`src/rtl/seconds_units_stage.sv`:
```
// Seconds-units BCD digit with a prescaled one-second tick, up/down direction,
// and a debounced pushbutton that toggles run/pause. Carry feeds the tens stage.
module seconds_units_stage #(
  parameter int unsigned DIVISOR  = 50000000,
  parameter int unsigned DEBOUNCE = 500000
) (
  input  logic       Clock,
  input  logic       Reset,
  input  logic       Direction,
  input  logic       HoldBtn,
  output logic [3:0] Units,
  output logic       Carry,
  output logic       Tick,
  output logic       Hold
);

  localparam int unsigned PW = $clog2(DIVISOR);
  localparam int unsigned DW = $clog2(DEBOUNCE + 1);
  localparam logic [PW-1:0] PRE_LAST = PW'(DIVISOR - 1);
  localparam logic [DW-1:0] DB_LAST  = DW'(DEBOUNCE - 1);

  logic          dir_s1, dir_s2;
  logic          btn_s1, btn_s2;
  logic [DW-1:0] db_cnt;
  logic          db_level;
  logic          db_prev;
  logic [PW-1:0] prescale;
  logic          tick_ev;

  always_ff @(posedge Clock) begin
    if (Reset) begin
      dir_s1 <= 1'b0;
      dir_s2 <= 1'b0;
      btn_s1 <= 1'b0;
      btn_s2 <= 1'b0;
    end else begin
      dir_s1 <= Direction;
      dir_s2 <= dir_s1;
      btn_s1 <= HoldBtn;
      btn_s2 <= btn_s1;
    end
  end

  // Level is accepted only after DEBOUNCE consecutive disagreeing cycles.
  always_ff @(posedge Clock) begin
    if (Reset) begin
      db_cnt   <= '0;
      db_level <= 1'b0;
      db_prev  <= 1'b0;
      Hold     <= 1'b1;
    end else begin
      if (btn_s2 != db_level) begin
        if (db_cnt == DB_LAST) begin
          db_level <= btn_s2;
          db_cnt   <= '0;
        end else begin
          db_cnt <= db_cnt + DW'(1);
        end
      end else begin
        db_cnt <= '0;
      end
      db_prev <= db_level;
      if (db_level && !db_prev)
        Hold <= ~Hold;
    end
  end

  always_comb begin
    tick_ev = !Hold && (prescale == PRE_LAST);
  end

  always_ff @(posedge Clock) begin
    if (Reset) begin
      prescale <= '0;
      Tick     <= 1'b0;
    end else begin
      Tick <= tick_ev;
      if (!Hold)
        prescale <= (prescale == PRE_LAST) ? '0 : prescale + PW'(1);
    end
  end

  always_ff @(posedge Clock) begin
    if (Reset) begin
      Units <= 4'd9;
      Carry <= 1'b0;
    end else begin
      Carry <= 1'b0;
      if (tick_ev) begin
        if (Units > 4'd9) begin
          Units <= '0;
        end else if (!dir_s2) begin
          if (Units == 4'd9) begin
            Units <= '0;
            Carry <= 1'b1;
          end else begin
            Units <= Units + 4'd1;
          end
        end else begin
          if (Units == 4'd0) begin
            Units <= 4'd9;
            Carry <= 1'b1;
          end else begin
            Units <= Units - 4'd1;
          end
        end
      end
    end
  end

endmodule
```
`config.mk`:
```
export PLATFORM = sky130hd
export DESIGN_NAME = seconds_units_stage
export DESIGN_NICKNAME = d
export VERILOG_FILES = /design/src/rtl/seconds_units_stage.sv
export SDC_FILE = /design/constraint.sdc
export NUM_CORES = 1
export LEC_CHECK = 0
export ABC_CLOCK_PERIOD_IN_PS = 2400
export BUFFER_PORTS_ARGS = -buffer_cell sky130_fd_sc_hd__buf_4
export CAP_MARGIN = 20
export CORE_UTILIZATION = 40
export CTS_CLUSTER_SIZE = 10
export DETAILED_ROUTE_END_ITERATION = 12
export MAX_ROUTING_LAYER = met4
export PLACE_DENSITY = 0.64
export SLEW_MARGIN = 30
export SYNTH_ARGS = -nofsm -noshare
export SYNTH_HDL_FRONTEND = slang
export SYNTH_SLANG_ARGS = --single-unit
```
`constraint.sdc`:
```
create_clock -name Clock -period 2.4 [get_ports Clock]
set_input_delay 0.12 -clock Clock [delete_from_list [all_inputs] [get_ports Clock]]
set_output_delay 0.12 -clock Clock [all_outputs]
set_load 0.005 [all_outputs]
```
* After elaboration in Yosys (flattened, before gate mapping)
Cells that the tools add are included.
W data, S select, Z words.
** Cells by class
- $add $sub $neg :: 4
- Eq/ne operators :: 4
- Reductions and logical operators :: 8
- Order comparisons :: 1
- Bitwise gates (word level) :: 3
- Multiplexer cells :: 8
** Operators with widths (number)
- $add A26 B1 Y26 const B :: 1
- $eq A26 B26 Y1 const B :: 1
- $mux W26 :: 1
- $add A19 B1 Y19 const B :: 1
- $eq A19 B19 Y1 const B :: 1
- $mux W4 :: 4
- $reduce_or A3 Y1 :: 2
- $add A4 B1 Y4 const B :: 1
- $eq A4 B4 Y1 const B :: 1
- $gt A4 B4 Y1 const B :: 1
- $logic_not A4 Y1 :: 1
- $sub A4 B1 Y4 const B :: 1
- $mux W1 :: 3
- $not A1 Y1 :: 3
- $logic_and A1 B1 Y1 :: 2
- $logic_not A1 Y1 :: 2
- $reduce_and A2 Y1 :: 1
- $ne A1 B1 Y1 :: 1
** Storage, ports and cells
- Logic and storage cells :: 40
- Register bits :: 58
- Bits of input ports :: 4
- Output and inout bits :: 7

* Depth between registers and ports, before layout
Gate-level depths: netlist (run 1).
- Depth after elaboration :: 4
- Mapped depth :: 6

* Least setup slack after synthesis (run 1)
No wires, ideal clock.
- Path type :: flip-flop to flip-flop
- From :: register db_cnt[5]
- To :: register db_cnt[17]
- Data required time :: 2330 ps
- Data arrival time :: 1776 ps
- Cell stages (with the launch flop) :: 6
- Setup slack :: 554 ps
- Library setup time :: 70 ps
- Path buffers :: 1
- Path through :: dfxtp_1 > nand4_2 > or4_1 > buf_2 > or4_1 > a21oi_1
** Between the ends
- Cells in the longest elaborated chain, start to end :: 2
- Elaborated cells between the ends (all ways) :: 3
** Ends and longest elaborated chain
- start, declared :: RTL line 24 : logic [DW-1:0] db_cnt;
- start signal, assigned :: RTL line 57 : db_cnt <= db_cnt + DW'(1);
- parallel branches: the longest is 2 deep, another holds $add A19 B1 Y19
Several ways; the timed one is not identified.
A chain may end at the register's enable or synchronous reset.

* Worst setup path in the final report (run 1)
Ends and elaborated chain as after synthesis.

==> metrics.md, run 1 <==
| Metric | Value |
|---|---|
| Yosys reg bits | 58 |
| P_leak | 0.992 nW |
| Final slew viol count | 0 |
| Post-Syn Area | 2710 um^2 |
| Vias in the first global route | 2086 |
| Syn Inst Count | 310 |
| Die height | 84.2 um |
| Postcts setup bufs | 0 |
| CTS sink count | 58 |
| Post-synth EDFFs | 0 |
| Site Rows | 29 |
| Synth cell types | 44 |
| Final setup violation count | 0 |
| Int Power | 0.00145 W |
| Synth Warn # | 0 |
| Peak VDD IR | 0.265 mV |
| Max Root-Sink Buffers | 2 |
| Slew Limit Headroom | 68.2% |
| Largest net degree at the start of global routing | 18 |
| PwrDens | 611 nW/um^2 |
| Routed Antenna Nets | 0 |
| Register share of total power | 52.1% |
| Die footprint | 7100 um^2 |
| I/O pin cnt | 11 |
| RD Place Congestion | 0.793 |
| Worst Setup End Kind | register |
| Post-synthesis sequential area ratio | 42.9% |
| Via density | 5.56 |
| Initial Utilization | 42.1% |
| Switching share of power | 22.2% |
| Async SR Flop Fraction | 0% |
| Crit-path max FO | 7 |
| Synthesized area per cell | 8.73 um^2 |
| Status | finished with violations |
| PortBufs | 10 |
| Detailed Place HPWL | 3700 um |
| Main synth FF type | dfxtp_1 |
| NetSw | 0.000415 W |
| CTS H-tree depth | 3 |
| CP Data Required Time | 2670 ps |
| Syn nets | 316 |
| RSZ-0062 raised after global routing | false |
| Area Growth Syn to Fin | 12.9% |
| Area of the multi-input gates | 1480 um^2 |
| Die X | 84.2 um |
| DRT Pass-1 Iters | 8 |
| # resized after CTS | 0 |
| Layout cell share with drive strength beyond 1 | 10.9% |
| Max-Cap Viols | 0 |
| Crit path DAT | 2240 ps |
| Final WL | 5330 um |
| CTS tree | done |
| Layout filler cell count | 609 |
| DR vias | 2264 |
| Initial antenna violation count | 0 |
| Gr usage total | 17.4% |
| TNS Setup | 0 ps |
| Post-route cell area | 3050 um^2 |
| Logic pwr share | 1.7% |
| Crit Path Category | register to register |
| Hold violation total from the final report | 0 |
| DRC viols | 5 |
| Fin nets | 331 |
| Reg area | 1160 um^2 |
| First-pass GRT wire length | 9520 um |
| Area of the core | 6420 um^2 |
| Failing checks | design-rule violations |
| Grt total ovfl | 0 |
| Root Buffer | clkbuf_8 |
| Clock Pin Slew Worst Setup and Hold Paths | 60 ps |
| Clock Latency Late Sink | 340 ps |
| Detailed Route Iter0 Violations | 99 |
| Critical Path Start Type | register |
| Worst Hold Class | input pin to register |
| Placed inst area | 2860 um^2 |
| Clock power frac | 46.3% |
| Slew @ Worst Pin | 470 ps |
| Max Freq | 0.507 GHz |
| WL/cell | 13.1 um |
| Clk_skew | 9.78 ps |
| N_diodes | 0 |
| Num CTS Buffers | 9 |
| Fin crit share | 82.2% |
| Fin crit period | 1970 ps |
==> through the flow <==
step / instances / hold WS, ps / utilization (%) / setup slack, ps / power, W
after global routing: 407 / 55.1 / 47.6 / 263 / 0.00194
after detailed placement: 390 / 344 / 44.5 / 435 / 0.00102
after CTS: 407 / 27.3 / 47.6 / 422 / 0.00189
after global placement: 390 / 335 / 44.5 / 465 / 0.00102
after floorplan: 310 / 192 / - / 554 / 0.00101
final: 407 / 42.3 / 47.6 / 427 / 0.00187
==> cell type report <==
| cell class | count | area share [%] |
|---|---|---|
| Sequential cell | 58 | 38.0 |
| Inverter | 6 | 0.737 |
| Multi-Input combinational cell | 236 | 48.5 |
| Clock inverter | 6 | 1.88 |
| Clock buffer | 10 | 4.18 |
| Timing Repair Buffer | 14 | 3.52 |
| Tap cell | 77 | 3.15 |
==> registers in the layout, indices dropped and copies added, names as in the netlist <==
register	flops
Carry	1
Hold	1
Tick	1
Units	4
btn_s1	1
btn_s2	1
db_cnt	19
db_level	1
db_prev	1
dir_s1	1
dir_s2	1
prescale	26
==> per-layer routing <==
| metal | track usage, % | vias to the layer above | share of wire [%] |
|---|---|---|---|
| met5 | - | - | 0 |
| met4 | 8.46 | 0 | 1.8 |
| met3 | 5.01 | 8 | 3.0 |
| met2 | 27.6 | 25 | 47 |
| met1 | 20.1 | 1059 | 48 |
| li1 | - | 1172 | - |
==> timing repair <==
item                       4_1_cts  5_1_grt
hold buffers                     1        0
setup endpoints to repair        0        0
hold endpoints to repair         1        0
==> critical path: stages, from the launching register on <==
cell     delay (ps)
dfxtp_1         460
nand4_2         160
or4_1           640
or4_1           500
a21oi_1         140
==> power groups by stage <==
stage | Sequential (W) | Combinational (W) | Clock (W)
after global routing | 0.000973 | 0.0000352 | 0.000931
after detailed placement | 0.000994 | 0.0000301 | 0
after CTS | 0.000972 | 0.0000315 | 0.000888
final | 0.000973 | 0.0000309 | 0.000864
after floorplan | 0.000991 | 0.0000204 | 0
after global placement | 0.000994 | 0.0000299 | 0
==> cells in the final DEF (no fill, tap or decap), types with 3 or more instances in the layout <==
master and count:
nand2_1 22, nor3_1 5, inv_1 6, nor2b_1 9
clkinv_2 4, nand4_1 13, and4_1 6, clkbuf_8 9
or4_1 9, and3_1 7, buf_4 13, dfxtp_1 58
a21oi_1 21, o21ai_0 13, nor2_1 31, nor4_1 6
o211ai_1 3, or3_1 11, xor2_1 14, o31ai_1 8
nand3_1 14, xnor2_1 13
==> logic make-up (layout without fill, tap and decap cells) <==
logic type	after synthesis	count (layout)	share of synthesized area [%]
and+or+nand+nor	150	150	31.9
DFF	58	58	42.9
AOI/OAI and AO/OA	55	55	12.4
xor gates and xnor gates	27	27	8.74
buffers and inverters	16	36	2.31
adders and majority gates	2	2	0.925
muxes	2	2	0.740
==> Yosys cell counts (2+ instances only) <==
cell type,instances,area (um^2)
nand3_1,14,70.1
and4_1,6,52.6
and3_1,7,43.8
xor2_1,14,123
nor2b_1,9,56.3
nor4_1,6,37.5
or4_1,9,67.6
xnor2_1,13,114
mux2i_1,2,20.0
nor3_1,5,25.0
and2_1,2,12.5
nand2_1,22,82.6
dfxtp_1,58,1160
buf_2,2,10.0
nand4_1,13,81.3
nand4b_1,2,17.5
inv_1,6,22.5
o211ai_1,3,22.5
nor2_1,31,116
o21ai_0,14,70.1
ha_1,2,25.0
or3_1,11,68.8
a21oi_1,21,105
clkbuf_1,8,30.0
nor4b_1,2,17.5
and4b_1,2,20.0
o31ai_1,8,60.1
nor4bb_1,2,20.0
==> path summary, 6_finish.rpt <==
check	startpoint	to	cells after the start	slack, ps
min	HoldBtn	btn_s1	2	40
max	db_cnt[5]	db_cnt[17]	4	430
max reg2reg	db_cnt[5]	db_cnt[17]	4	430
min reg2reg	dir_s1	dir_s2	1	430
No activity file was read; power rests on OpenSTA's default activity.
==> inputs of run 2 (changes only) <==
- ABC_CLOCK_PERIOD_IN_PS: 2400 -> 1800
- PLACE_DENSITY: 0.64 -> 0.66
- clock period: 2.4 -> 1.8 ns (I/O delays scaled with it)
==> metrics.md, run 2 (synthesis results as in run 1) <==
| Metric | Value |
|---|---|
| Hold path depth | 2 (unchanged) |
| Crit path DAT | 1990 ps (-250 ps) |
| Grt total ovfl | 0 (unchanged) |
| Vias in the first global route | 2325 (+11%) |
| First-pass GRT wire length | 10600 um (+11%) |
| Num CTS Buffers | 9 (unchanged) |
| Gr usage total | 19.1% (+1.7 points) |
| DR vias | 2428 (+7.2%) |
| Peak VDD IR | 0.564 mV (+110%) |
| N_diodes | 0 (unchanged) |
| Root Buffer | clkbuf_8 |
| Site Rows | 29 (unchanged) |
| Die height | 84.2 um (unchanged) |
| Final slew viol count | 0 (unchanged) |
| Max-Cap Viols | 0 (unchanged) |
| Critical Path Start Type | register |
| Fin crit share | 95.3% (+13 points) |
| Worst R2R End | db_cnt[17] |
| Slew Limit Headroom | 71.8% (+3.6 points) |
| Layout filler cell count | 597 (-2.0%) |
| Final setup violation count | 0 (unchanged) |
| Smallest hold slack | 50.5 ps (+8.27 ps) |
| Layout cell share with drive strength beyond 1 | 25.1% (+14 points) |
| CP max-delay cell | or4_4 |
| PnR Total Power | 0.00268 W (+44%) |
| Final core utilization | 53.9% (+6.3 points) |
| Crit-path max FO | 6 (-1) |
| Crit Path Category | register to register |
| Area of the core | 6420 um^2 (unchanged) |
| Area Growth Syn to Fin | 27.9% |
| TNS Setup | 0 ps (unchanged) |
| Fin crit period | 1720 ps (-258 ps) |
| Commonest non-fill, non-tap cells in the layout | dfxtp_1 (50), buf_4 (47), nor2_1 (31) |
| Max Root-Sink Buffers | 2 (unchanged) |
| PwrDens | 776 nW/um^2 (+27%) |
| Initial Utilization | 42.1% (unchanged) |
| Initial antenna violation count | 0 (unchanged) |
| Slew @ Worst Pin | 420 ps (-50.6 ps) |
| Worst R2R Setup Slack | 80 ps (-340 ps) |
| Biggest regs | prescale (26), db_cnt (19), Units (4) |
| Die footprint | 7100 um^2 (unchanged) |
| Beginning of the worst hold path | Reset |
| Worst Hold Class | input pin to register |
| Max Freq | 0.583 GHz (+15%) |
| Largest register FFs | 26 (unchanged) |
| Clock Latency Late Sink | 340 ps (about the same) |
| Die X | 84.2 um (unchanged) |
| Area of the multi-input gates | 1550 um^2 (+4.4%) |
| Status | finished with violations |
| Most common cell after layout, fill and taps aside | dfxtp_1 |
| Via density | 5.47 (-1.7%) |
| WL/cell | 13.8 um (+5.6%) |
| Worst Setup End Kind | register |
| Final WL | 6140 um (+15%) |
| R2R depth | 4 (unchanged) |
| CTS tree | done |
| Clock Pin Slew Worst Setup and Hold Paths | 70 ps (about the same) |
| R2R Path Start | db_cnt[5] |
| DRC viols | 4 (-1) |
| Fin nets | 368 (+11%) |
| Largest net degree at the start of global routing | 18 (unchanged) |
| Max incr delay on CP | 570 ps (-70 ps) |
| RSZ-0062 raised after global routing | false |
| Failing checks | design-rule violations |
| I/O pin cnt | 11 (unchanged) |
| P_leak | 1.21 nW (+22%) |
| CTS H-tree depth | 3 (unchanged) |
| RD Place Congestion | 0.787 (-0.76%) |
| Detailed Place HPWL | 4180 um (+13%) |
| Hold violation total from the final report | 0 (unchanged) |
| CTS sink count | 58 (unchanged) |
| Routed Antenna Nets | 0 (unchanged) |
| CP Data Required Time | 2070 ps (-600 ps) |
| Reg area | 1170 um^2 (+0.86%) |
| Clk_skew | 11.7 ps (+1.90 ps) |
| DRT Pass-1 Iters | 8 (unchanged) |
| Detailed Route Iter0 Violations | 103 (+4.0%) |
| PortBufs | 10 (unchanged) |
| Largest Register | prescale |
| Hold Path End | prescale[18] |
| CP cell instances | nand4_2, or4_4, or4_1, a21oi_1 |
## run 2: worst max path at each step
stage | slack [ps] | end | start | depth (start not counted)
2_1_floorplan | 10 | db_cnt[17] | db_cnt[5] | 5
3_3_place_gp | 20 | prescale[7] | prescale[7] | 7
3_5_place_dp | -10 | db_cnt[17] | db_cnt[4] | 4
4_1_cts | 10 | prescale[20] | prescale[0] | 5
5_1_grt | 4 | Units[3] | prescale[0] | 5
6_report | 80 | db_cnt[17] | db_cnt[5] | 4
## run 2: worst max-delay path: cells and delay by family, from the launching register on
family / cells / cell delay (ps)
AO/OA/AOI/OAI: 1 / 150
flip-flops: 1 / 340
AND/OR/NAND/NOR: 3 / 1170
## run 2: per-layer routing
metal / up-vias / GRT usage (%) / part of all wire (%)
met5: - / - / 0
met3: 13 / 5.60 / 3.3
li1: 1244 / - / -
met1: 1141 / 21.8 / 45
met2: 30 / 32.3 / 49
met4: 0 / 6.11 / 2.3
## run 2: per-stage QoR
stage          instances  setup WS (ps)  instance area, um^2
6_report             444           85.0                 3460
5_1_grt              444           3.68                 3460
4_1_cts              441           12.4                 3380
3_5_place_dp         423          -12.6                 3130
3_3_place_gp         423           19.2                 3130
2_1_floorplan        310           13.3                 2710
## run 2: report_power, final
| group | total, W | switching (W) | internal (W) | leakage [nW] |
|---|---|---|---|---|
| clock | 0.00134 | 0.000521 | 0.000818 | 0.103 |
| sequential | 0.00130 | 0.00000689 | 0.00129 | 0.472 |
| combinational | 0.0000488 | 0.0000270 | 0.0000218 | 0.633 |
## run 2: final cells by class
class	count	share of cell area (%)
clock buffer	12	4.19
tap	77	2.78
multi-input combinational	236	44.7
inverter	6	0.651
sequential	58	33.8
timing repair buffer	51	11.7
clock inverter	4	2.17
## run 2: repair_timing
item / CTS / global route
hold buffers: 2 / 0
setup endpoints to repair: 3 / 36
endpoints found under the hold margin: 2 / 0
buffers inserted: 0 / 3
pin swaps: 0 / 5
gates resized for setup: 2 / 17
